<file path="src/rtl/flappy_btn_pulser_pkg.sv">
// Shared state encoding, button indices and sizing helper for the push-button pulser.
package flappy_btn_pkg;

    typedef enum logic [2:0] {
        INI  = 3'd0,
        WQ   = 3'd1,
        SCEN = 3'd2,
        CCR  = 3'd3,
        WFCR = 3'd4
    } btn_state_t;

    localparam int BTN_C = 0;
    localparam int BTN_R = 1;
    localparam int BTN_D = 2;
    localparam int BTN_U = 3;
    localparam int BTN_L = 4;

    function automatic int max3(input int a, input int b, input int c);
        int m;
        m = (a > b) ? a : b;
        return (m > c) ? m : c;
    endfunction

endpackage

</file>
<file path="src/rtl/flappy_btn_debounce_ch.sv">
// One button channel: 2-flop synchronizer, saturating counter and debounce FSM.
// Auto-repeat is built only when FLAPPY_BTN_REPEAT_EN is defined.
module flappy_btn_debounce_ch
    import flappy_btn_pkg::*;
#(
    parameter int DEBOUNCE_CYCLES = 1_000_000,
    parameter int REPEAT_DELAY    = 25_000_000,
    parameter int REPEAT_PERIOD   = 5_000_000
) (
    input  logic board_clk,
    input  logic Reset,
    input  logic btn_raw,
    output logic level,
    output logic pulse
);

    localparam int CNT_MAX = max3(DEBOUNCE_CYCLES, REPEAT_DELAY, REPEAT_PERIOD);
    localparam int CNT_W   = $clog2(CNT_MAX + 1);
    localparam logic [CNT_W-1:0] DB_LAST = CNT_W'(DEBOUNCE_CYCLES - 1);

    logic [1:0]       sync_ff;
    logic             sync;
    logic [CNT_W-1:0] cnt;
    logic [CNT_W-1:0] cnt_inc;
    logic             rep_hit;
    btn_state_t       state;

    assign sync    = sync_ff[1];
    assign cnt_inc = (cnt == '1) ? cnt : cnt + 1'b1;

`ifdef FLAPPY_BTN_REPEAT_EN
    localparam logic [CNT_W-1:0] RD_LAST = CNT_W'(REPEAT_DELAY - 1);
    localparam logic [CNT_W-1:0] RP_LAST = CNT_W'(REPEAT_PERIOD - 1);
    logic first_done;

    assign rep_hit = first_done ? (cnt == RP_LAST) : (cnt == RD_LAST);

    // Selects the long first-repeat delay until one repeat has fired in this press.
    always_ff @(posedge board_clk or posedge Reset) begin
        if (Reset)
            first_done <= 1'b0;
        else if (state == CCR && sync && rep_hit)
            first_done <= 1'b1;
        else if (state == WFCR && !sync && cnt == DB_LAST)
            first_done <= 1'b0;
    end
`else
    assign rep_hit = 1'b0;
`endif

    always_ff @(posedge board_clk or posedge Reset) begin
        if (Reset) begin
            sync_ff <= '0;
            cnt     <= '0;
            state   <= INI;
            level   <= 1'b0;
            pulse   <= 1'b0;
        end else begin
            sync_ff <= {sync_ff[0], btn_raw};
            level   <= (state == SCEN) || (state == CCR) || (state == WFCR);
            pulse   <= (state == SCEN) || (state == CCR && sync && rep_hit);
            case (state)
                INI: begin
                    if (sync) begin
                        state <= WQ;
                        cnt   <= CNT_W'(1);
                    end
                end
                WQ: begin
                    if (!sync)                state <= INI;
                    else if (cnt == DB_LAST)  state <= SCEN;
                    else                      cnt   <= cnt_inc;
                end
                SCEN: begin
                    state <= CCR;
                    cnt   <= '0;
                end
                CCR: begin
                    if (!sync) begin
                        state <= WFCR;
                        cnt   <= CNT_W'(1);
                    end else if (rep_hit) begin
                        cnt <= '0;
                    end else begin
                        cnt <= cnt_inc;
                    end
                end
                WFCR: begin
                    // A bounce back high returns to held without a new pulse.
                    if (sync) begin
                        state <= CCR;
                        cnt   <= '0;
                    end else if (cnt == DB_LAST) begin
                        state <= INI;
                    end else begin
                        cnt <= cnt_inc;
                    end
                end
                default: state <= INI;
            endcase
        end
    end

endmodule

</file>
<file path="src/rtl/flappy_btn_pulser.sv">
// Debounced level and press strobe for the Nexys push-buttons, one channel per bit.
// Optional auto-repeat: define FLAPPY_BTN_REPEAT_EN.
module flappy_btn_pulser
    import flappy_btn_pkg::*;
#(
    parameter int N_BTN           = 5,
    parameter int DEBOUNCE_CYCLES = 1_000_000,
    parameter int REPEAT_DELAY    = 25_000_000,
    parameter int REPEAT_PERIOD   = 5_000_000
) (
    input  logic             board_clk,
    input  logic             Reset,
    input  logic [N_BTN-1:0] btn_raw,
    output logic [N_BTN-1:0] btn_level,
    output logic [N_BTN-1:0] btn_pulse
);

    for (genvar i = 0; i < N_BTN; i++) begin : g_ch
        flappy_btn_debounce_ch #(
            .DEBOUNCE_CYCLES(DEBOUNCE_CYCLES),
            .REPEAT_DELAY   (REPEAT_DELAY),
            .REPEAT_PERIOD  (REPEAT_PERIOD)
        ) u_ch (
            .board_clk(board_clk),
            .Reset    (Reset),
            .btn_raw  (btn_raw[i]),
            .level    (btn_level[i]),
            .pulse    (btn_pulse[i])
        );
    end

endmodule

</file>
<file path="config.mk">
export PLATFORM = sky130hd
export DESIGN_NAME = flappy_btn_pulser
export DESIGN_NICKNAME = d
export VERILOG_FILES = /design/src/rtl/flappy_btn_pulser_pkg.sv /design/src/rtl/flappy_btn_debounce_ch.sv /design/src/rtl/flappy_btn_pulser.sv
export SDC_FILE = /design/constraint.sdc
export NUM_CORES = 1
export LEC_CHECK = 0
export BUFFER_PORTS_ARGS = -buffer_cell sky130_fd_sc_hd__clkbuf_2
export CAP_MARGIN = 20
export CORE_MARGIN = 3
export CORE_UTILIZATION = 45
export CTS_CLUSTER_SIZE = 16
export DETAILED_ROUTE_END_ITERATION = 12
export GPL_TIMING_DRIVEN = 0
export HOLD_SLACK_MARGIN = 0.1
export PLACE_DENSITY = 0.61
export SETUP_SLACK_MARGIN = 0.1
export SLEW_MARGIN = 0
export SYNTH_ARGS = -nofsm -noshare
export SYNTH_HDL_FRONTEND = slang
export SYNTH_SLANG_ARGS = --single-unit
</file>
<file path="constraint.sdc">
create_clock -name board_clk -period 7.1 [get_ports board_clk]
set_clock_uncertainty 0.2 [all_clocks]
set_input_delay 1.775 -clock board_clk [delete_from_list [all_inputs] [get_ports board_clk]]
set_output_delay 1.775 -clock board_clk [all_outputs]
set_load 0.01 [all_outputs]
</file>
==> metrics.md <==
| Metric | Value |
|---|---|
| Status | `completed` |
| Insertion delay to the later sink of the worst-skew pair | `430 ps` |
| Final hold violation count | `0` |
| Leading cell types in the layout, fill and taps excluded | `dfrtp_1 (160), nand2_1 (130), o21ai_0 (116)` |
| Worst Setup End Kind | `flop` |
| Timing-limited maximum frequency | `326 MHz` |
| CTS Buffer Depth | `2` |
| Number of design rule violations left after detail routing | `0` |
| Maximum vdd drop | `130 µV` |
| Number of cells on the worst hold path | `0` |
| Worst hold path class | `reg2reg` |
| Initial Util | `0.468` |
| Most common library cell in the layout ignoring fill and taps | `dfrtp_1` |
| Number of max-cap violations | `0` |
| Crit path required time | `7210 ps` |
| Final Cycle Share | `0.432` |
| CP Launch Point | `g_ch[3].u_ch.cnt[0]` |
| Slowest cell on the critical path | `dfrtp_1` |
| Final standard cell utilization of the core | `0.517` |
| NumNets Final | `1,263` |
| Area share of the leading cell type in the synthesized netlist | `0.400` |
| Post-layout min period | `3060 ps` |
| Slew at the pin with the worst max-slew slack | `1060 ps` |
| Total area of sequential cells | `4000 µm²` |
| # rows | `53` |
| TritonCTS sink count | `160` |
| Mapped Area | `10,000 µm²` |
| Synth Instances | `1,213` |
| Worst reg2reg path depth | `9` |
| Final number of setup-violating endpoints | `0` |
| Number of inserted filler cells in the final layout | `2,063` |
| Antenna diode count | `0` |
| Standard cell core area | `21,400 µm²` |
| Total global-route track usage | `0.223` |
| Hpwl dp | `18,300 µm` |
| Routed vias/inst | `6.21` |
| Synth Net Count | `1,225` |
| Data arrival time at the worst-slack endpoint | `3180 ps` |
| Global-route wire length before repair | `45,400 µm` |
| Element type at the critical path start | `flop` |
| Number of buffers inserted to repair setup after CTS | `0` |
| Worst slack on hold paths | `151 ps` |
| First drt pass iteration count | `6` |
| Area of the die | `24,100 µm²` |
| Cell leakage power | `4.32 nW` |
| Crit-path most repeated cell | `clkbuf_1` |
| Total number of yosys warnings | `0` |
| Antenna violations before repair | `0` |
| Sequential fraction of the synthesis area | `0.400` |
| Setup repair after global routing missed its margin | `no` |
| Yosys reg bits | `160` |
| DR vias | `9,544` |
| Drt initial violations | `864` |
| Max Slew Vio Count | `0` |
| Count of placed standard cells including taps | `1,507` |
| Post-cts hold buffer count | `0` |
| FF-to-FF End | `g_ch[3].u_ch.cnt[3]` |
| Number of buffers inserted by port buffering | `16` |
| Root Buffer | `clkbuf_16` |
| Die Y-Extent | `155 µm` |
| Post-synthesis average cell area | `8.26 µm²` |
| Routed Antenna Nets | `0` |
| Path type of the worst setup path | `reg2reg` |
| Netlist cell types | `74` |
| Number of resized instances in the post-cts repair step | `0` |
| TritonCTS clock tree | `yes` |
| Power density over cell area | `188 nW/µm²` |
| Total wire length | `26,500 µm` |
| Layout cells sized above 1 | `0.0760` |
| Terminating pin of the worst hold path | `g_ch[0].u_ch.sync_ff[1]` |
| Origin of the worst min-delay path | `g_ch[0].u_ch.sync_ff[0]` |
| Setup total negative slack | `0 ps` |
| Area grow syn2layout | `10.5%` |
| Pin count of the biggest net entering global routing | `118` |
| Longest individual stage delay on the worst path | `440 ps` |
| GRT overflow | `0` |
| Most area-consuming cells after synthesis | `dfrtp_1 (40%), o21ai_0 (5.8%), nand2_1 (4.9%)` |
| Post-synthesis async set-or-reset flop share | `1.00` |
| Commonest register cell after synthesis | `dfrtp_1` |
| Clock-pin slew of the registers on the worst-case setup and hold paths | `70 ps` |
| Register-to-register setup slack | `4040 ps` |
| Cell taking the most area after synthesis | `dfrtp_1` |
| Worst rel slew slack | `0.278` |
| Horiz. Die Dim | `155 µm` |
| Boundary Pins | `17` |
| Cell-by-cell trace of the critical path | `ha_1 -> and4_1 -> clkbuf_1 -> nand4_1 -> a311oi_1 -> nand2b_1 -> clkbuf_1 -> nor2_1 -> o2bb2a_1` |
| Final total power | `0.00208 W` |
| Reg-to-reg critical path startpoint | `g_ch[3].u_ch.cnt[0]` |
| GPL Wtd Cong | `0.904` |
| Number of global-route vias before repair | `8,993` |
| Layout Cells excl Fill | `1,538` |
| Multi-input combinational cell area | `5520 µm²` |
| Post-synth EDFFs | `0` |
| Routed WL per cell | `17.2 µm` |
| Worst-path maximum fanout | `10` |
| Num CTS Buffers | `17` |
| Maximum level of the CTS H-tree | `4` |
==> power breakdown <==
| part | total, W | internal (W) | switching [W] |
|---|---|---|---|
| sequential | 0.000971 | 0.000938 | 0.0000339 |
| combinational | 0.000189 | 0.0000641 | 0.000125 |
| clock | 0.000923 | 0.000542 | 0.000381 |
==> sequential cells by signal, indices dropped and copies added (netlist names) <==
name and flops:
g_ch.u_ch.pulse 5, g_ch.u_ch.sync_ff 10, g_ch.u_ch.state 15, g_ch.u_ch.cnt 125, g_ch.u_ch.level 5
==> how the worst max path moves through the flow <==
| stage | end | slack, ps | cells past startpoint |
|---|---|---|---|
| after floorplan | g_ch[0].u_ch.cnt[0] | 810 | 1 |
| after global placement | g_ch[1].u_ch.cnt[3] | -1280 | 2 |
| after detailed placement | g_ch[3].u_ch.cnt[3] | 4040 | 9 |
| after CTS | g_ch[3].u_ch.cnt[3] | 4030 | 9 |
| after global routing | g_ch[3].u_ch.cnt[5] | 3740 | 8 |
| final | g_ch[3].u_ch.cnt[3] | 4040 | 9 |
==> stage by stage <==
step | cell area, µm² | setup slack (ps)
after global routing | 11100 | 3740
after global placement | 10400 | -1280
after detailed placement | 10500 | 4040
after floorplan | 10000 | 805
final | 11100 | 4040
after CTS | 11100 | 4030
==> final cells by class <==
class / instances / area share
tap: 275 / 0.0311
buffer: 83 / 0.0340
clock inverter: 10 / 0.0101
clock buffer: 21 / 0.0425
multi-input combinational: 940 / 0.499
timing repair buffer: 19 / 0.0111
sequential: 160 / 0.362
inverter: 30 / 0.0108
==> metal layers <==
layer  up-vias  part of all wire  track usage  wire, µm
met5         -                 0            0         0
met2       285              0.46        0.347     12100
met4         0             0.014       0.0638       383
li1       4684                 -            -         -
met1      4539              0.48        0.320     12700
met3        36             0.050       0.0414      1310
==> cell families (layout without fill, tap and decap cells) <==
kind of cell    count (synthesis)  in the layout  synth area share
xor+xnor                       11             11           0.00962
buf+inv                       113            163            0.0488
simple gates                  518            518             0.275
mux                             5              5           0.00512
flops                         160            160             0.400
compound gates                401            401             0.255
fa+ha+maj                       5              5           0.00625
==> cell usage after synthesis, drive strengths merged, types with 8 or more instances <==
master,number
and3,14
nand2,130
inv,30
nor2,83
o21ai,121
nand2b,15
a21o,9
and4,24
nor3,40
nand4,51
o31ai,18
buf,20
a41oi,8
dfrtp,160
nor4b,14
o22ai,11
a31oi,47
nand3,61
o41ai,12
and2,8
nor2b,15
clkbuf,63
a211oi,9
or3,10
xnor2,8
a21oi,81
nor4,22
==> worst max-delay path: cells and delay by family, from the launching register on <==
| family | cells | cell delay [ps] |
|---|---|---|
| AOI/OAI and AO/OA | 2 | 660 |
| buffers and inverters | 2 | 710 |
| DFF | 1 | 440 |
| adders and majority gates | 1 | 240 |
| and+or+nand+nor | 4 | 690 |
Note: power is estimated with default switching activity, not from simulation.
